File: config.mk
export PLATFORM = sky130hd
export DESIGN_NAME = store_load_buffer
export DESIGN_NICKNAME = d
export VERILOG_FILES = /design/src/rtl/store_load_buffer.sv
export SDC_FILE = /design/constraint.sdc
export NUM_CORES = 1
export LEC_CHECK = 0
export CORE_MARGIN = 2
export CORE_UTILIZATION = 54
export DETAILED_ROUTE_END_ITERATION = 16
export PLACE_DENSITY = 0.9
export RECOVER_POWER = 50
export SETUP_SLACK_MARGIN = 0.1
export SYNTH_ARGS = -nofsm -noshare
export SYNTH_HDL_FRONTEND = slang
export SYNTH_SLANG_ARGS = --single-unit
File: constraint.sdc
create_clock -name clk -period 4.4 [get_ports clk]
set_clock_uncertainty 0.05 [all_clocks]
set_input_delay 0.88 -clock clk [delete_from_list [all_inputs] [get_ports clk]]
set_output_delay 0.88 -clock clk [all_outputs]
set_load 0.02 [all_outputs]
File: src/rtl/store_load_buffer.sv
// store_load_buffer: memory-side responder for execute-stage store/load
// requests. Stores are queued and drained to a req/gnt data bus with byte
// strobes; loads wait for the store queue to empty, issue one bus read and
// return a sign- or zero-extended 32-bit result.
module store_load_buffer #(
    parameter int DEPTH = 4,
    parameter int AW    = 32
) (
    input  logic          clk,
    input  logic          rst,
    input  logic          mem_we_i,
    input  logic [AW-1:0] mem_waddr_i,
    input  logic [31:0]   mem_wdata_i,
    input  logic          mem_re_i,
    input  logic [AW-1:0] mem_raddr_i,
    input  logic [1:0]    byte_sel_i,
    input  logic          un_sign_i,
    output logic          stall_o,
    output logic          ld_valid_o,
    output logic [31:0]   ld_data_o,
    output logic          misalign_o,
    output logic          bus_req_o,
    output logic          bus_we_o,
    output logic [AW-1:0] bus_addr_o,
    output logic [31:0]   bus_wdata_o,
    output logic [3:0]    bus_wstrb_o,
    input  logic          bus_gnt_i,
    input  logic          bus_rvalid_i,
    input  logic [31:0]   bus_rdata_i
);
    localparam int PW = $clog2(DEPTH);
    localparam int CW = PW + 1;
    localparam logic [CW-1:0] FULL_COUNT = CW'(DEPTH);

    localparam logic [1:0] SL_NONE = 2'd0;
    localparam logic [1:0] SL_BYTE = 2'd1;
    localparam logic [1:0] SL_HALF = 2'd2;
    localparam logic [1:0] SL_WORD = 2'd3;

    typedef enum logic [1:0] {
        IDLE,
        DRAIN,
        LD_REQ,
        LD_WAIT
    } state_t;

    state_t state, state_next;

    logic [AW-1:0] fifo_addr [DEPTH];
    logic [31:0]   fifo_data [DEPTH];
    logic [3:0]    fifo_strb [DEPTH];
    logic [PW-1:0] wr_ptr, rd_ptr;
    logic [CW-1:0] count;

    logic [AW-1:0] ld_addr;
    logic [1:0]    ld_off;
    logic [1:0]    ld_size;
    logic          ld_uns;
    logic [31:0]   ld_data_q;
    logic [31:0]   ld_ext;
    logic          misalign_q;

    logic          st_req, ld_req, misaligned, can_accept, fifo_full;
    logic          enq, deq, ld_start, bad_req;
    logic [1:0]    req_off;
    logic [31:0]   st_data;
    logic [3:0]    st_strb;

    // Request decode: a store wins over a simultaneous load.
    always_comb begin
        st_req     = mem_we_i && (byte_sel_i != SL_NONE);
        ld_req     = mem_re_i && !mem_we_i && (byte_sel_i != SL_NONE);
        req_off    = mem_we_i ? mem_waddr_i[1:0] : mem_raddr_i[1:0];
        misaligned = ((byte_sel_i == SL_HALF) && req_off[0]) ||
                     ((byte_sel_i == SL_WORD) && (req_off != 2'b00));
        can_accept = (state == IDLE) || (state == DRAIN);
        fifo_full  = (count == FULL_COUNT);
        enq        = can_accept && st_req && !misaligned && !fifo_full;
        bad_req    = can_accept && (st_req || ld_req) && misaligned;
    end

    // Store lane replication and strobe generation.
    always_comb begin
        st_data = mem_wdata_i;
        st_strb = 4'b1111;
        case (byte_sel_i)
            SL_BYTE: begin
                st_data = {4{mem_wdata_i[7:0]}};
                st_strb = 4'b0001 << mem_waddr_i[1:0];
            end
            SL_HALF: begin
                st_data = {2{mem_wdata_i[15:0]}};
                st_strb = 4'b0011 << {mem_waddr_i[1], 1'b0};
            end
            default: ;
        endcase
    end

    // Load result extraction from the latched byte offset, size and signedness.
    always_comb begin
        case (ld_size)
            SL_BYTE: begin
                ld_ext = ld_uns ? {24'h0, bus_rdata_i[{ld_off, 3'b000} +: 8]}
                                : {{24{bus_rdata_i[{ld_off, 3'b111}]}},
                                   bus_rdata_i[{ld_off, 3'b000} +: 8]};
            end
            SL_HALF: begin
                ld_ext = ld_uns ? {16'h0, bus_rdata_i[{ld_off[1], 4'b0000} +: 16]}
                                : {{16{bus_rdata_i[{ld_off[1], 4'b1111}]}},
                                   bus_rdata_i[{ld_off[1], 4'b0000} +: 16]};
            end
            default: ld_ext = bus_rdata_i;
        endcase
        ld_data_o = ld_valid_o ? ld_ext : ld_data_q;
    end

    // Next-state, bus drive and pipeline stall.
    always_comb begin
        state_next  = state;
        deq         = 1'b0;
        ld_start    = 1'b0;
        stall_o     = 1'b0;
        ld_valid_o  = 1'b0;
        bus_req_o   = 1'b0;
        bus_we_o    = 1'b0;
        bus_addr_o  = '0;
        bus_wdata_o = '0;
        bus_wstrb_o = '0;
        case (state)
            IDLE: begin
                stall_o = (st_req && !misaligned && fifo_full) || (ld_req && !misaligned);
                // A store accepted this cycle goes straight to DRAIN so the bus
                // request appears one cycle after acceptance.
                if (enq || (count != '0)) begin
                    state_next = DRAIN;
                end else if (ld_req && !misaligned) begin
                    ld_start   = 1'b1;
                    state_next = LD_REQ;
                end
            end
            DRAIN: begin
                stall_o     = (st_req && !misaligned && fifo_full) || (ld_req && !misaligned);
                bus_req_o   = 1'b1;
                bus_we_o    = 1'b1;
                bus_addr_o  = fifo_addr[rd_ptr];
                bus_wdata_o = fifo_data[rd_ptr];
                bus_wstrb_o = fifo_strb[rd_ptr];
                if (bus_gnt_i) begin
                    deq = 1'b1;
                    if ((count == CW'(1)) && !enq) begin
                        state_next = IDLE;
                    end
                end
            end
            LD_REQ: begin
                stall_o    = 1'b1;
                bus_req_o  = 1'b1;
                bus_addr_o = ld_addr;
                if (bus_gnt_i) begin
                    state_next = LD_WAIT;
                end
            end
            LD_WAIT: begin
                stall_o = !bus_rvalid_i;
                if (bus_rvalid_i) begin
                    ld_valid_o = 1'b1;
                    state_next = IDLE;
                end
            end
            default: state_next = IDLE;
        endcase
    end

    // State, queue pointers, load context and registered pulses.
    always_ff @(posedge clk) begin
        if (rst) begin
            state      <= IDLE;
            wr_ptr     <= '0;
            rd_ptr     <= '0;
            count      <= '0;
            ld_addr    <= '0;
            ld_off     <= '0;
            ld_size    <= '0;
            ld_uns     <= 1'b0;
            ld_data_q  <= '0;
            misalign_q <= 1'b0;
        end else begin
            state <= state_next;
            if (enq) begin
                wr_ptr <= wr_ptr + PW'(1);
            end
            if (deq) begin
                rd_ptr <= rd_ptr + PW'(1);
            end
            case ({enq, deq})
                2'b10:   count <= count + CW'(1);
                2'b01:   count <= count - CW'(1);
                default: ;
            endcase
            if (ld_start) begin
                ld_addr <= {mem_raddr_i[AW-1:2], 2'b00};
                ld_off  <= mem_raddr_i[1:0];
                ld_size <= byte_sel_i;
                ld_uns  <= un_sign_i;
            end
            if (ld_valid_o) begin
                ld_data_q <= ld_ext;
            end
            misalign_q <= bad_req;
        end
    end

    // Queue storage needs no reset: only entries below count are ever read.
    always_ff @(posedge clk) begin
        if (enq) begin
            fifo_addr[wr_ptr] <= {mem_waddr_i[AW-1:2], 2'b00};
            fifo_data[wr_ptr] <= st_data;
            fifo_strb[wr_ptr] <= st_strb;
        end
    end

    assign misalign_o = misalign_q;

endmodule

==> reports/qor.yml <==
worst_setup_path:
  worst-path-max-fanout: 32
  cp-start-kind: "input pin"
  regToRegSetupSlack_ns: 0.42
  cp-end-kind: "primary output"
  worst_r2r_endpoint: "fifo_addr[0][8]"
  crit_arrival_ns: 3.29
  r2r_cells: 7
  required_ns: 3.47
  r2r_start: "state[1]"
  crit_type: "in -> out"
  critPathLaunch: "bus_rdata_i[31]"
sta:
  fmaxAchievable_mhz: 236.8
  rsz0062_at_grt: "false"
  post-route-period-util: 0.9599
  fin_setup_tns_ns: 0
  slew_headroom: -0.02817
  slew_violations: 59
  period_needed_ns: 4.224
  tightest_slew_ns: 1.542
  setup_viol: 0
  finalHoldViolations: 0
clocking:
  cts_tree: "yes"
  cts.htree.levels: 2
  clk_transition_reported_paths_ns: 0.05
  cts-buffers-inserted: 35
  clockRootBuffer: "clkbuf_16"
  clock_sinks: 343
  postCtsSetupBuffers: 0
  insertion_delay_ns: 0.50
  clockBufferDepth: 3
finish:
  drive_gt1_frac: 0.1210
  final_area_um2: 18470
  area_delta_synth_final_pct: 25.86
  regArea_um2: 9514
  fillers: 1716
  multi_input_area_um2: 4634
  nets: 1422
  fin_util: 0.6892
run_status:
  outcome: "finished, violations left"
  violations: "max-capacitance violations, max-slew violations"
floorplan:
  ios: 242
  start_util: 0.5476
  die_h_um: 168.9
  placementRows: 60
  die_area_um2: 28510
  core_um2: 26800
  fp.dieW_um: 168.9
drt:
  ant_nets: 0
  drt_iter0_drc: 1222
  drtPass1Iterations: 6
  finalWirelength_mm: 35.37
  drc: 0
  vias: 9795
  post_drt_wl_per_cell_um: 21.66
  via_per_inst: 5.998
global_routing:
  grt.overflow.total: 0
  antenna_found_initial: 3
  grt.total_usage: 0.2453
  grt_max_degree: 57
  grt_pass1_wl_mm: 53.65
  grt_pass1_vias: 9658
power:
  power.leakage_nw: 6.262
  ir_drop_v: 0.0003420
  powerDensity_nw_per_um2: 470.6
hold_path:
  hp-class: "reg -> reg"
  hold-path-endpoint: "ld_addr[31]"
  holdPathStages: 2
  worstHoldStart: "ld_addr[31]"
synth:
  yosysWarnings: 0
  ys_types: 49
  synth_seq_cells: 343
  avgSynthCellArea_um2: 14.12
  ys_seq_area_frac: 0.6480
  synthCells: 1039
  mappedNetlistArea_um2: 14680
placement:
  hpwl_mm: 22.80
  placed_cell_area_um2: 17360
  portBuffers: 239
  globalplace.congestion: 0.9216
run:
  maxCapViolCount: 2
power breakdown:
group	total [W]	switching [W]	internal, W	leakage (nW)
registers	0.00385	0.0000964	0.00375	3.04
clock network	0.00291	0.00117	0.00173	0.556
logic	0.00193	0.00108	0.000856	2.66
repair_timing:
action | CTS | global route
resized for setup | 0 | 2
hold buffers | 0 | 0
setup endpoints to repair | 0 | 1
how the worst max path moves through the flow:
stage                      end  slack (ns)  cells past startpoint
2_1_floorplan  fifo_addr[0][0]        0.73                      5
3_3_place_gp           stall_o        0.30                      8
3_5_place_dp           stall_o        0.27                      8
4_1_cts                stall_o        0.24                      8
5_1_grt          ld_data_o[21]        0.10                      8
6_report         ld_data_o[21]        0.18                      8
cells in the final DEF, fill, tap and decap left out, types with 18 or more instances in the layout:
master | synthesis | layout
dfxtp_1 | 79 | 77
mux4_2 | 67 | 67
a21oi_1 | 101 | 101
clkdlybuf4s50_1 | 0 | 194
nand2_1 | 96 | 96
and2_1 | 42 | 37
nor2b_1 | 45 | 45
buf_4 | 11 | 18
a22oi_1 | 38 | 38
dlygate4sd3_1 | 0 | 43
ha_1 | 20 | 19
clkbuf_16 | 0 | 36
inv_1 | 39 | 39
edfxtp_1 | 264 | 264
nor2_1 | 31 | 31
cell usage after synthesis, drive strengths merged:
cell type / instances / area, um^2
nor2: 31 / 116.4
xnor2: 2 / 17.52
nand3b: 8 / 60.06
or3: 2 / 12.51
nor4: 1 / 21.27
nand3: 1 / 5.000
o21ai: 14 / 85.09
a2111oi: 9 / 88.84
a22oi: 38 / 285.3
inv: 39 / 146.4
nor3b: 1 / 7.510
a211oi: 16 / 120.1
clkbuf: 49 / 183.9
o211ai: 1 / 7.510
buf: 27 / 195.2
mux2i: 13 / 130.1
o21bai: 2 / 15.01
o211a: 1 / 10.01
xor2: 3 / 26.28
or4: 1 / 11.26
mux2: 2 / 22.52
nand2b: 3 / 18.77
a22o: 8 / 70.07
ha: 20 / 250.2
a2bb2oi: 1 / 8.760
and3: 17 / 106.4
a31oi: 8 / 50.05
mux4: 67 / 1509
a311oi: 1 / 8.760
nor4b: 1 / 8.760
o22ai: 17 / 112.6
nor3: 2 / 10.01
edfxtp: 264 / 7928
nor2b: 45 / 281.5
nand2: 100 / 385.4
a21oi: 101 / 505.5
dfxtp: 79 / 1582
and2: 42 / 262.8
conb: 1 / 3.750
or2: 1 / 6.260
metrics by stage:
stage	instances	hold WS, ns	setup WS (ns)	power [W]
floorplan	1040	0.3868	0.7259	0.005094
global placement	1569	0.3931	0.3014	0.005790
detailed placement	1569	0.3967	0.2666	0.005848
CTS	1630	0.4043	0.2404	0.008759
global route	1632	0.4158	0.1004	0.009018
finish	1633	0.4033	0.1764	0.008691
state kept, by name, indices dropped and copies added (netlist names), named ones only:
register / cells
count: 3
ld_uns: 1
ld_data_q: 32
wr_ptr: 2
state: 2
fifo_data: 128
fifo_strb: 16
ld_off: 2
fifo_addr: 120
rd_ptr: 2
misalign_o: 1
ld_size: 2
ld_addr: 30
area by class of cell:
class	instances	share of cell area
clock inverters	14	0.008129
inverters	39	0.007926
multi-input cells	582	0.2509
diodes	3	0.0004064
well taps	341	0.02310
clock buffers	47	0.05277
flip-flops and latches	343	0.5151
repair buffers	264	0.1416
routing by layer:
metal,part of all wire,track usage
met2,0.50,0.4154
met5,0.00031,0
met3,0.074,0.04840
met1,0.38,0.3092
met4,0.042,0.1091
cells by family (layout without fill, tap and decap cells):
family / after synthesis / after routing / synth area share
other cells: 1 / 5 / 0.0002555
fa+ha+maj: 20 / 20 / 0.01705
xor+xnor: 5 / 5 / 0.002985
mux: 82 / 82 / 0.1132
simple gates: 256 / 256 / 0.08952
flops: 343 / 343 / 0.6480
buf+inv: 115 / 364 / 0.03581
compound gates: 217 / 217 / 0.09319
critical path, stage by stage:
cell	delay, ns
dlygate4sd3_1	0.59
mux4_2	0.49
nand2_1	0.16
inv_1	0.07
o21ai_2	0.11
buf_4	0.30
nand2_1	0.11
clkdlybuf4s50_1	0.56
No activity file was read; power rests on OpenSTA's default activity.
==> patch: new RTL, same settings <==
`AW`: 32 -> 16.
--- a/src/rtl/store_load_buffer.sv
+++ b/src/rtl/store_load_buffer.sv
@@ -5,5 +5,5 @@
 module store_load_buffer #(
     parameter int DEPTH = 4,
-    parameter int AW    = 32
+    parameter int AW    = 16
 ) (
     input  logic          clk,
Interface: changed (resized bus_addr_o, mem_raddr_i and mem_waddr_i); port bits go from 242 to 194. The function was not compared with the original's and may differ.
==> patch against the unedited design <==
Sequential cell count down 80. Hold slack improved by 6.5 ps. Area after synthesis is 22% lower. Final area down 22%. Worst setup slack gained 78 ps. Routed wire length shrank 23%. Clock power fell by 26%. Power down 26%. Largest cell class unchanged.
==> patch: results (changes against the unedited design) <==
| Metric | Value |
|---|---|
| Top cells by area, synth | `edfxtp_1 52%, dfxtp_1 11%, mux4_2 10%, and2_1 2.8%, ha_1 2.2%` |
| Yosys cell types | `52 (+6.1%)` |
| DRT Pass-1 Iters | `7 (+1)` |
| Number of diodes | `0 (-3)` |
| Hold wc startpoint | `ld_data_q[5]$_SDFF_PP0_` |
| Peak supply drop | `0.000351 V (+2.7%)` |
| Post-synthesis sequential area ratio | `0.634 (-0.0138)` |
| Final GP Congestion | `0.923 (+0.16%)` |
| Num sequential | `263 (-23%)` |
| Synth Area in Adders | `0.0218 (+0.00479)` |
| CP Capture Point | `ld_data_o[26]` |
| Non-clk invs | `26 (-33%)` |
| Outcome | `complete, no violations` |
| FF+latch area | `0.00727 mm2 (-24%)` |
| # fillers | `1437 (-16%)` |
| # H-tree levels | `1 (-1)` |
| Final WL | `27.1 mm (-23%)` |
| Post-synth EDFFs | `200 (-24%)` |
| Multi-input gates | `470 (-19%)` |
| Post-Place Cells | `1250 (-20%)` |
| Inserted Clock Buffers | `26 (-26%)` |
| Clock Network Area Fraction | `0.0563 (-0.00455)` |
| Compound-cell area share of the yosys netlist | `0.0751 (-0.0181)` |
| Area occupied by multi-input gates | `0.00382 mm2 (-18%)` |
| Detailed Route Iter0 Violations | `517 (-58%)` |
| Post-synth top cells | `200 x edfxtp_1, 63 x dfxtp_1, 51 x and2_1, 51 x mux4_2, 51 x nor2_1` |
| PortBufs | `191 (-20%)` |
| Nets | `1129 (-21%)` |
| Non-clk bufs | `217 (-18%)` |
| Antenna violations before repair | `0 (-3)` |
| Hold Path Depth | `2 (unchanged)` |
| GRT Util Overall | `0.242 (-0.00372)` |
| R2r setup slk | `1180 ps (+760 ps)` |
| WL/cell | `20.9 um (-3.5%)` |
| Syn_area_per_cell | `14.0 um2 (-0.70%)` |
| Worst-Skew Late Latency | `530 ps (+30 ps)` |
| GR Util met3 | `0.0402 (-0.00815)` |
| Grt met1 use | `0.324 (+0.0148)` |
| Ys Warns | `0 (unchanged)` |
| Largest registers | `fifo_data: 128 flops, fifo_addr: 56 flops, ld_data_q: 32 flops` |
| Static leakage | `5.08 nW (-19%)` |
| Dpl hpwl | `17.9 mm (-22%)` |
| FF-to-FF End | `fifo_strb[2][3]$_DFFE_PP_` |
| Worst hold path type | `reg2reg` |
| Synth Area in XOR/XNOR | `0.00382 (+0.000838)` |
| Clock buffer cells | `34 (-28%)` |
| Vias/cell | `5.92 (-1.3%)` |
| Worst Reg-to-Reg Cells | `6 (-1)` |
| Largest net degree at the start of global routing | `35 (-39%)` |
| Met1 wire length | `10.8 mm (-20%)` |
| GR Util met2 | `0.407 (-0.00871)` |
| Worst rel slew slack | `0.0555 (+0.0837)` |
| Post-synthesis mux area share | `0.130 (+0.0165)` |
| CP startpoint | `bus_rdata_i[15]` |
| WL met3 | `2.23 mm (-15%)` |
| Met2 routed WL | `13.3 mm (-25%)` |
| Hold Path End | `ld_data_q[5]$_SDFF_PP0_` |
| Top Metal Used | `met4` |
| Global-route wire length before repair | `41.8 mm (-22%)` |
## patch: stage by stage
stage	power, mW	setup WS [ps]	hold WS [ps]	cell area, um2	util
4_1_cts	6.48	110	411	14500	0.692
5_1_grt	6.68	115	427	14500	0.691
6_report	6.43	255	410	14500	0.691
3_3_place_gp	4.31	169	397	13700	0.653
3_5_place_dp	4.35	154	402	13700	0.653
2_1_floorplan	3.82	553	390	11500	-
## patch: power breakdown
| part | switching [mW] | leakage (nW) | internal [mW] | total (mW) |
|---|---|---|---|---|
| combinational | 0.706 | 2.36 | 0.631 | 1.34 |
| clock | 0.904 | 0.390 | 1.24 | 2.14 |
| sequential | 0.0801 | 2.33 | 2.87 | 2.95 |
| total | 1.69 | 5.08 | 4.74 | 6.43 |
## patch: worst max-delay path: stages
cell	delay, ps
dlygate4sd3_1	590
mux4_2	490
nand2_1	110
a2111o_1	130
buf_4	300
nand3_1	140
clkdlybuf4s50_1	570
## patch: repair_timing
action,in CTS,in global routing
resized for setup,0,1
setup buffers,0,1
setup endpoints to repair,0,8
